$ cat config.mk
export PLATFORM = sky130hd
export DESIGN_NAME = button_encoder_flat
export DESIGN_NICKNAME = d
export VERILOG_FILES = /design/src/rtl/button_encoder_if.sv /design/src/rtl/button_encoder.sv /design/src/flat_wrapper.sv
export SDC_FILE = /design/constraint.sdc
export NUM_CORES = 1
export LEC_CHECK = 0
export BUFFER_PORTS_ARGS = -buffer_cell sky130_fd_sc_hd__buf_2
export CAP_MARGIN = 20
export CORE_MARGIN = 1
export CORE_UTILIZATION = 40
export CTS_BUF_LIST = sky130_fd_sc_hd__clkbuf_8
export DETAILED_ROUTE_END_ITERATION = 8
export GPL_ROUTABILITY_DRIVEN = 0
export GPL_TIMING_DRIVEN = 0
export PLACE_DENSITY = 0.57
export SLEW_MARGIN = 40
export SYNTH_ARGS = -nofsm -noshare
export SYNTH_HDL_FRONTEND = slang
export SYNTH_SLANG_ARGS = --single-unit
$ cat constraint.sdc
create_clock -name clk -period 2.3 [get_ports clk]
set_input_delay 0.345 -clock clk [delete_from_list [all_inputs] [get_ports clk]]
set_output_delay 0.345 -clock clk [all_outputs]
set_load 0.01 [all_outputs]
$ cat src/rtl/button_encoder_if.sv
// Command-side bundle of the button encoder: raw push-buttons in, command code
// and debounced levels out. The encoder is the slave; the panel/test side is the master.
interface button_encoder_if;
    logic       btn_rst;
    logic       btn_stop;
    logic       btn_start;
    logic [1:0] cmd;
    logic [2:0] deb;

    modport master (
        output btn_rst, btn_stop, btn_start,
        input  cmd, deb
    );

    modport slave (
        input  btn_rst, btn_stop, btn_start,
        output cmd, deb
    );
endinterface

$ cat src/rtl/button_encoder.sv
// Synchronises and debounces the reset/stop/start push-buttons and encodes them
// into the registered 2-bit command code consumed by the chronometer control FSM.
module button_encoder #(
    parameter int DEBOUNCE_CYCLES = 25000,
    parameter int CNT_W           = 15
) (
    input  logic            clk,
    input  logic            clr,
    button_encoder_if.slave bus
);
    typedef enum logic [1:0] {
        CMD_IDLE  = 2'b00,
        CMD_RST   = 2'b01,
        CMD_STOP  = 2'b10,
        CMD_START = 2'b11
    } cmd_e;

    // Channel index inside the packed per-button vectors; matches the deb bit order.
    localparam int CH_RST   = 0;
    localparam int CH_STOP  = 1;
    localparam int CH_START = 2;

    localparam logic [CNT_W-1:0] CNT_LAST = CNT_W'(DEBOUNCE_CYCLES - 1);

    logic [2:0]       raw;
    logic [2:0]       s1;
    logic [2:0]       s2;
    logic [2:0]       d;
    logic [2:0]       d_next;
    logic [CNT_W-1:0] cnt      [3];
    logic [CNT_W-1:0] cnt_next [3];
    logic             d_rst_q;
    logic             rst_pulse;
    cmd_e             cmd_q;
    cmd_e             cmd_next;

    assign raw = {bus.btn_start, bus.btn_stop, bus.btn_rst};

    // Debounce: a level change is accepted only after DEBOUNCE_CYCLES consecutive
    // samples disagreeing with the current debounced level; any agreement restarts it.
    always_comb begin
        // NOTE: every variable gets a default before the branches so no path leaves
        // it unassigned -- otherwise synthesis infers a latch.
        d_next = d;
        for (int i = 0; i < 3; i++) begin
            cnt_next[i] = '0;
            if (s2[i] != d[i]) begin
                if (cnt[i] == CNT_LAST) begin
                    d_next[i] = s2[i];
                end else begin
                    cnt_next[i] = cnt[i] + 1'b1;
                end
            end
        end
    end

    // Only the rising edge of the debounced reset is a command; holding it is not.
    assign rst_pulse = d[CH_RST] & ~d_rst_q;

    always_comb begin
        cmd_next = CMD_IDLE;
        if (rst_pulse) begin
            cmd_next = CMD_RST;
        end else if (d[CH_STOP]) begin
            cmd_next = CMD_STOP;
        end else if (d[CH_START]) begin
            cmd_next = CMD_START;
        end
    end

    always_ff @(posedge clk) begin
        // NOTE: sequential state uses non-blocking assignments so every register
        // samples the pre-edge values, independent of statement order.
        if (clr) begin
            s1      <= '0;
            s2      <= '0;
            d       <= '0;
            d_rst_q <= 1'b0;
            cmd_q   <= CMD_IDLE;
            // NOTE: cnt is three plain registers rather than a RAM, so it is reset
            // like any other flop; a partial count must not survive clr.
            for (int i = 0; i < 3; i++) begin
                cnt[i] <= '0;
            end
        end else begin
            s1      <= raw;
            s2      <= s1;
            d       <= d_next;
            d_rst_q <= d[CH_RST];
            cmd_q   <= cmd_next;
            for (int i = 0; i < 3; i++) begin
                cnt[i] <= cnt_next[i];
            end
        end
    end

    assign bus.cmd = cmd_q;
    assign bus.deb = d;
endmodule

$ cat src/flat_wrapper.sv
// flat-port wrapper written by rule: the top's interface ports become plain ports
module button_encoder_flat 
#(
    parameter int DEBOUNCE_CYCLES = 25000,
    parameter int CNT_W           = 15
)
  (clk, clr, bus_btn_rst, bus_btn_stop, bus_btn_start, bus_cmd, bus_deb);
  button_encoder_if bus_i ();
  input  logic clk;
  input  logic clr;
  input wire logic [$bits(bus_i.btn_rst)-1:0] bus_btn_rst;
  input wire logic [$bits(bus_i.btn_stop)-1:0] bus_btn_stop;
  input wire logic [$bits(bus_i.btn_start)-1:0] bus_btn_start;
  output wire logic [$bits(bus_i.cmd)-1:0] bus_cmd;
  output wire logic [$bits(bus_i.deb)-1:0] bus_deb;
  assign bus_i.btn_rst = bus_btn_rst;
  assign bus_i.btn_stop = bus_btn_stop;
  assign bus_i.btn_start = bus_btn_start;
  assign bus_cmd = bus_i.cmd;
  assign bus_deb = bus_i.deb;
  button_encoder #(.DEBOUNCE_CYCLES(DEBOUNCE_CYCLES), .CNT_W(CNT_W)) u_core (.clk(clk), .clr(clr), .bus(bus_i));
endmodule
==> results.py, run 1 <==
metrics = {
    "floorplanning": {
        "core_area_sq_um": 5680,
        "start_util_pct": 42.7,
        "die_x_um": 79.8,
        "rows": 27,
        "die_area_sq_um": 6370,
        "boundaryPins": 10,
        "die_y_um": 79.8,
    },
    "placement": {
        "portBuffers": 9,
        "dpl_cell_area_sq_um": 2560,
        "hpwlAfterDp_um": 2980,
        "dp_slack_ns": 0.402,
    },
    "finish": {
        "final_nets": 292,
        "drive_above_1_share_pct": 11.1,
        "area_delta_synth_final_pct": 14.7,
        "fin_area_sq_um": 2780,
        "diodes": 0,
        "utilization_pct": 48.9,
    },
    "clock_tree": {
        "hold_buffers": 0,
        "post_cts_buffers": 0,
        "ctsHtreeMaxLevel": 3,
        "path_clk_slew_ns": 0.07,
        "cts_sinks": 57,
        "cts_buffer_depth": 2,
        "cts_made_buffers": 9,
        "ctsResizeCount": 0,
        "cts_tree": "yes",
        "root_buffer": "clkbuf_8",
        "clk_latency_ns": 0.33,
    },
    "sta": {
        "setup_viol": 0,
        "fin_crit_sh_pct": 82.7,
        "clock.fmax_mhz": 526,
        "skew_ns": 0.0106,
        "rsz0062_at_grt": "no",
        "setup_ws_ns": 0.398,
        "setup-tns-final_ns": 0,
        "relSlewSlack_pct": 70.1,
        "report.final.hold_viol_count": 0,
        "slew_viol_final": 0,
        "min_period_ns": 1.90,
        "worst_pin_slew_ns": 0.448,
    },
    "setup_path": {
        "reg2reg_from": "u_core.cnt[0][25]",
        "crit_required_ns": 2.52,
        "worstPathArrival_ns": 2.12,
        "cp_cell_sequence": "or4b_2 > nor4_2 > or3_1 > buf_6 > buf_8 > nor2_1",
        "reg2regPathDepth": 6,
        "endpoint_kind": "register",
        "r2r-end": "u_core.cnt[0][19]",
        "crit_type": "reg2reg",
        "crit_fanout": 10,
        "crit_end": "u_core.cnt[0][19]",
        "cp-startpoint": "u_core.cnt[0][25]",
        "critPathLaunchType": "register",
        "critPathSlowestCell": "or4b_2",
        "slowest_delay_ns": 0.68,
        "r2r_setup_slack_ns": 0.40,
    },
    "global_route": {
        "grt_pass1_vias": 1713,
        "grt_max_degree": 11,
        "grt_antenna_before_repair": 0,
        "grt_first_pass_wirelength_um": 7610,
        "grt.overflow.total": 0,
        "grt_use_total_pct": 15.9,
    },
    "yosys": {
        "synth.top_cell.area_share_pct": 47.1,
        "synth-compound-area-share_pct": 1.55,
        "synth.largest_area_cell": "dfxtp_1",
        "synth_top_family_by_area": "simple AND/OR/NAND/NOR gates",
        "synth_xor_area_share_pct": 14.5,
        "synth_fa_ha_area_share_pct": 2.07,
        "synthMuxAreaShare_pct": 1.24,
        "synth_cell_types": 36,
        "yosys_warnings": 0,
        "syn_inst": 263,
        "yosys.area_share.simple_pct": 30.2,
        "syn-num-nets": 272,
        "yosysSeqAreaShare_pct": 47.1,
        "synth_seq_cells": 57,
        "synthTopCellsByArea": "dfxtp_1, xnor2_1, nor2_1, xor2_1, nand3_1",
        "synth_area_sq_um": 2420,
        "syn-mean-instance-area_sq_um": 9.21,
    },
    "power": {
        "leakage_nw": 0.906,
        "power_density_nw_per_um2": 735,
        "ir_drop_uv": 404,
    },
    "drt": {
        "routed_via_density": 4.94,
        "met1_length_um": 2140,
        "drt_iter0_drc": 72,
        "first_pass_iters": 4,
        "route.detailed.drc": 0,
        "wl_per_cell_um": 11.8,
        "wl_met2_um": 1880,
        "routed_wl_um": 4240,
        "dr_wl_met3_um": 163,
        "ant_nets": 0,
        "num_vias": 1780,
        "top_layer": "met4",
    },
    "status": {
        "run_status": "completed",
    },
    "job": {
        "cap_violations": 0,
    },
    "worst_hold_path": {
        "hold_path_class": "in2reg",
    },
}
## how the worst min path moves through the flow
stage / endpoint / depth (start not counted) / startpoint / slack, ns
6_report: u_core.s1[2] / 2 / bus_btn_start / 0.22
5_1_grt: u_core.s1[1] / 2 / bus_btn_stop / 0.20
4_1_cts: u_core.s1[2] / 2 / bus_btn_start / 0.20
3_5_place_dp: u_core.s2[0] / 1 / u_core.s1[0] / 0.43
3_3_place_gp: u_core.s2[0] / 1 / u_core.s1[0] / 0.42
2_1_floorplan: u_core.s2[0] / 1 / u_core.s1[0] / 0.41
## registers in the layout, summed over array words and instances, names as in the netlist
register,cells
u_core.d_rst_q,1
u_core.s2,3
u_core.bus.cmd,2
u_core.cnt,45
u_core.s1,3
u_core.bus.deb,3
## report_power, final
part | internal [mW] | total, mW | leakage [nW] | switching, mW
clock | 0.633 | 1.02 | 0.117 | 0.386
sequential | 0.994 | 0.997 | 0.460 | 0.00387
combinational | 0.0125 | 0.0263 | 0.329 | 0.0138
total | 1.64 | 2.04 | 0.906 | 0.403
## cells in the final DEF, fill, tap and decap left out, types with 8 or more instances in the layout
cell,n
dfxtp_1,57
xor2_1,13
nor3_1,9
nand2_1,13
clkbuf_8,10
nor2_1,50
nor4_1,8
nand3_1,22
xnor2_1,27
buf_2,9
## kinds of logic (layout without fill, tap and decap cells)
kind of cell	Yosys count	in the layout
flip-flops	57	57
AND/OR/NAND/NOR	141	141
AO/OA/AOI/OAI	6	6
adder cells (fa/ha/maj)	4	4
buffers and inverters	12	37
XOR/XNOR	40	40
multiplexers	3	3
## final cells by class
cell class | count | area, sq um
plain buffers | 6 | 60.1
clock buffers | 10 | 138
clock inverters | 6 | 82.6
fillers | 550 | 2900
inverters | 6 | 22.5
multi-input cells | 194 | 1200
flip-flops and latches | 57 | 1140
well taps | 72 | 90.1
repair buffers | 9 | 45.0
## metrics by stage
step / hold slack [ns] / instances / power (mW)
2_1_floorplan: 0.414 / 263 / 1.04
3_3_place_gp: 0.416 / 344 / 1.05
3_5_place_dp: 0.429 / 344 / 1.05
4_1_cts: 0.204 / 360 / 2.08
5_1_grt: 0.202 / 360 / 2.14
6_report: 0.221 / 360 / 2.04
## routing by layer
layer | vias to the layer above | global-route usage, %
li1 | 933 | -
met4 | 0 | 5.89
met1 | 809 | 20.1
met2 | 28 | 23.8
met5 | - | 0
met3 | 10 | 7.20
## cell usage after synthesis, drive strengths merged
| master | count |
|---|---|
| dfxtp | 57 |
| nor2 | 50 |
| xnor2 | 27 |
| nand3 | 22 |
| nand2 | 13 |
| xor2 | 13 |
| nor4 | 10 |
| nor3 | 9 |
| nor2b | 7 |
| inv | 6 |
| nand4 | 6 |
| and3 | 5 |
| buf | 5 |
| ha | 4 |
| a21oi | 3 |
| mux2i | 3 |
| nand4b | 3 |
| or3 | 3 |
| nand2b | 2 |
| or4 | 2 |
| or4b | 2 |
| and2 | 1 |
| and4 | 1 |
| clkbuf | 1 |
| nor3b | 1 |
| nor4b | 1 |
| nor4bb | 1 |
| o211a | 1 |
| o21ai | 1 |
| o31ai | 1 |
| or2 | 1 |
| or4bb | 1 |
## critical path: cells and delay by family, from the launching register on
kind,cells,cell delay [ns]
buffers and inverters,2,0.24
DFF,1,0.34
and+or+nand+nor,4,1.21
No activity file was read; power rests on OpenSTA's default activity.
==> run 2: changes to the inputs <==
--- a/config.mk
+++ b/config.mk
@@ -5,6 +5,7 @@
 export SDC_FILE = /design/constraint.sdc
 export NUM_CORES = 1
 export LEC_CHECK = 0
+export ABC_AREA = 1
 export BUFFER_PORTS_ARGS = -buffer_cell sky130_fd_sc_hd__buf_2
 export CAP_MARGIN = 20
 export CORE_MARGIN = 1
@@ -13,7 +14,7 @@
 export DETAILED_ROUTE_END_ITERATION = 8
 export GPL_ROUTABILITY_DRIVEN = 0
 export GPL_TIMING_DRIVEN = 0
-export PLACE_DENSITY = 0.57
+export PLACE_DENSITY = 0.59
 export SLEW_MARGIN = 40
 export SYNTH_ARGS = -nofsm -noshare
 export SYNTH_HDL_FRONTEND = slang
==> constraint.sdc (replaced) <==
create_clock -name clk -period 1.7 [get_ports clk]
set_input_delay 0.255 -clock clk [delete_from_list [all_inputs] [get_ports clk]]
set_output_delay 0.255 -clock clk [all_outputs]
set_load 0.01 [all_outputs]
==> run 2 against run 1 <==
Effect of this change:
- the run now ends with DRC left
- via count up 28%
- maximum frequency rose by 29%
- wire length grew 17%
- register-to-register slack worse by 0.17 ns
- final cell count increased by 35%
- setup slack worse by 0.17 ns
- utilization down 1.2 points
- count of clock-buffer cells in the layout increased by 2
- combinational power is 49% higher
- sequential share of layout area is 4.1 points lower
- global-route usage about the same
- critical endpoint is now u_core.cnt[0][37]
==> results.py, run 2 <==
metrics = {
    "placement": {
        "dp.cells": 469,
        "dp_slack_ns": 0.227,
        "portBuffers": 9,
        "hpwlAfterDp_um": 3680,
    },
    "floorplanning": {
        "die_x_um": 84.5,
        "start_util_pct": 42.2,
        "boundaryPins": 10,
        "rows": 29,
        "core_area_sq_um": 6460,
        "die_y_um": 84.5,
        "die_area_sq_um": 7150,
    },
    "setup_path": {
        "cp_num_buf_inv": 1,
        "r2r-end": "u_core.cnt[0][37]",
        "cpMostUsedCell": "nand2_1",
        "cp_top_family": "simple AND/OR/NAND/NOR gates",
        "worstPathArrival_ns": 1.70,
        "r2r_setup_slack_ns": 0.23,
        "crit_type": "reg2reg",
        "endpoint_kind": "register",
        "critPathSlowestCell": "dfxtp_1",
        "critPathLaunchType": "register",
        "reg2regPathDepth": 7,
        "crit_fanout": 10,
        "slowest_delay_ns": 0.37,
        "crit_required_ns": 1.92,
        "cp_cell_sequence": "ha_1 > nand2_1 > nor3_1 > nand2_1 > nand2_2 > buf_6 > nor2_1",
        "reg2reg_from": "u_core.cnt[0][30]",
    },
    "status": {
        "violations": "DRC",
        "run_status": "finished, violations left",
    },
    "power": {
        "power_density_nw_per_um2": 884,
        "leakage_nw": 1.08,
        "ir_drop_uv": 547,
        "total_power_mw": 2.72,
    },
    "clock_tree": {
        "cts_made_buffers": 9,
        "cts_tree": "yes",
        "ctsResizeCount": 0,
        "clk_latency_ns": 0.33,
        "cts_sinks": 57,
        "post_cts_buffers": 0,
        "root_buffer": "clkbuf_8",
        "ctsHtreeMaxLevel": 3,
        "path_clk_slew_ns": 0.07,
        "cts_buffer_depth": 2,
        "hold_buffers": 0,
    },
    "drt": {
        "wl_per_cell_um": 10.2,
        "first_pass_iters": 8,
        "route.detailed.drc": 1,
        "routed_wl_um": 4950,
        "drt_iter0_drc": 66,
        "num_vias": 2282,
        "routed_via_density": 4.71,
        "ant_nets": 0,
    },
    "yosys": {
        "yosys_warnings": 0,
        "synth_flop_cell": "dfxtp_1",
        "yosysSeqAreaShare_pct": 41.9,
        "synthTopCellsByArea": "dfxtp_1, nand2_1, nor2_1, inv_1, nand3_1",
        "synth.top_cell.area_share_pct": 41.9,
        "synth_edf_count": 0,
        "synth_area_sq_um": 2730,
        "syn-mean-instance-area_sq_um": 7.12,
        "synth_cell_types": 24,
        "yosysMostFrequentCell": "nand2_1",
        "async_flop_share_pct": 0,
        "syn-num-nets": 392,
        "synth_seq_cells": 57,
        "netlist_top_cells_count": "nand2_1, nor2_1, dfxtp_1",
        "syn_inst": 383,
        "synth.largest_area_cell": "dfxtp_1",
    },
    "sta": {
        "setup-tns-final_ns": 0,
        "slew_viol_final": 0,
        "setup_ws_ns": 0.228,
        "rsz0062_at_grt": "no",
        "fin_crit_sh_pct": 86.6,
        "relSlewSlack_pct": 71.3,
        "report.final.hold_viol_count": 0,
        "clock.fmax_mhz": 679,
        "setup_viol": 0,
        "worst_pin_slew_ns": 0.431,
        "skew_ns": 0.00703,
        "min_period_ns": 1.47,
    },
    "finish": {
        "area_delta_synth_final_pct": 13.1,
        "final_cell_mix": "nand2_1, nor2_1, dfxtp_1",
        "fin_cells": 485,
        "regMostFlops": "u_core.cnt",
        "fillCellCount": 667,
        "largest_reg_flops": 45,
        "drive_above_1_share_pct": 11.5,
        "final_common_cell": "nand2_1",
        "utilization_pct": 47.7,
        "final_nets": 412,
        "diodes": 0,
    },
    "global_route": {
        "grt_max_degree": 11,
        "grtUsageMet2_pct": 24.8,
        "grtUsageMet3_pct": 5.51,
        "grt_use_total_pct": 15.9,
        "top_usage_layer": "met2",
        "grt.met1_usage_pct": 20.0,
        "grt_antenna_before_repair": 0,
        "grt_pass1_vias": 2103,
        "grt.overflow.total": 0,
        "grt_first_pass_wirelength_um": 9000,
    },
    "worst_hold_path": {
        "min-delay-start": "bus_btn_stop",
        "hold_depth": 3,
        "hold_path_class": "in2reg",
        "holdPathEnd": "u_core.s1[1]",
    },
    "job": {
        "cap_violations": 0,
    },
}
-- run 2: logic make-up (layout without fill, tap and decap cells) --
logic type | count (synthesis) | count (layout) | share of synthesized area (%)
AOI/OAI and AO/OA | 22 | 22 | 5.14
xor gates and xnor gates | 19 | 19 | 6.11
adders and majority gates | 4 | 4 | 1.84
buffers and inverters | 49 | 74 | 7.58
DFF | 57 | 57 | 41.9
and+or+nand+nor | 232 | 232 | 37.5
-- run 2: power breakdown --
part / total [mW] / switching [mW] / internal, mW
Clock: 1.34 / 0.543 / 0.793
Combinational: 0.0393 / 0.0230 / 0.0163
Sequential: 1.35 / 0.00457 / 1.34
Total: 2.72 / 0.570 / 2.15
-- run 2: worst max path at each step --
stage,startpoint,endpoint,slack (ns),cells after the start
after floorplan,u_core.cnt[0][30],u_core.cnt[0][37],0.40,7
after global placement,u_core.cnt[0][30],u_core.cnt[0][42],0.22,7
after detailed placement,u_core.cnt[0][30],u_core.cnt[0][37],0.23,7
after CTS,u_core.cnt[0][30],u_core.cnt[0][37],0.20,7
after global routing,u_core.cnt[0][30],u_core.cnt[0][37],0.06,7
final,u_core.cnt[0][30],u_core.cnt[0][37],0.23,7
-- run 2: metal layers --
| metal | part of all wire [%] | wire length (um) |
|---|---|---|
| met1 | 51 | 2550 |
| met2 | 43 | 2110 |
| met3 | 4.1 | 201 |
| met4 | 1.9 | 93 |
| met5 | 0 | 0 |
-- run 2: stage by stage --
| step | hold WS [ns] | cell area, sq um |
|---|---|---|
| after floorplan | 0.362 | 2730 |
| after global placement | 0.391 | 2870 |
| after detailed placement | 0.394 | 2870 |
| after CTS | 0.0982 | 3080 |
| after global routing | 0.0969 | 3080 |
| final | 0.113 | 3080 |
-- run 2: worst reg2reg max path: cells and delay by family, from the launching register on --
family / cells / cell delay [ns]
adder cells (fa/ha/maj): 1 / 0.23
buffers and inverters: 1 / 0.16
flip-flops: 1 / 0.37
AND/OR/NAND/NOR: 5 / 0.62
-- run 2: area by class of cell --
cell class | count | area [sq um] | area share (%)
clock buffer | 12 | 165 | 5.36
timing repair buffer | 9 | 45.0 | 1.46
tap | 77 | 96.3 | 3.13
buffer | 4 | 37.5 | 1.22
clock inverter | 4 | 50.0 | 1.62
sequential | 57 | 1140 | 37.0
inverter | 45 | 169 | 5.48
multi-input combinational | 277 | 1380 | 44.7
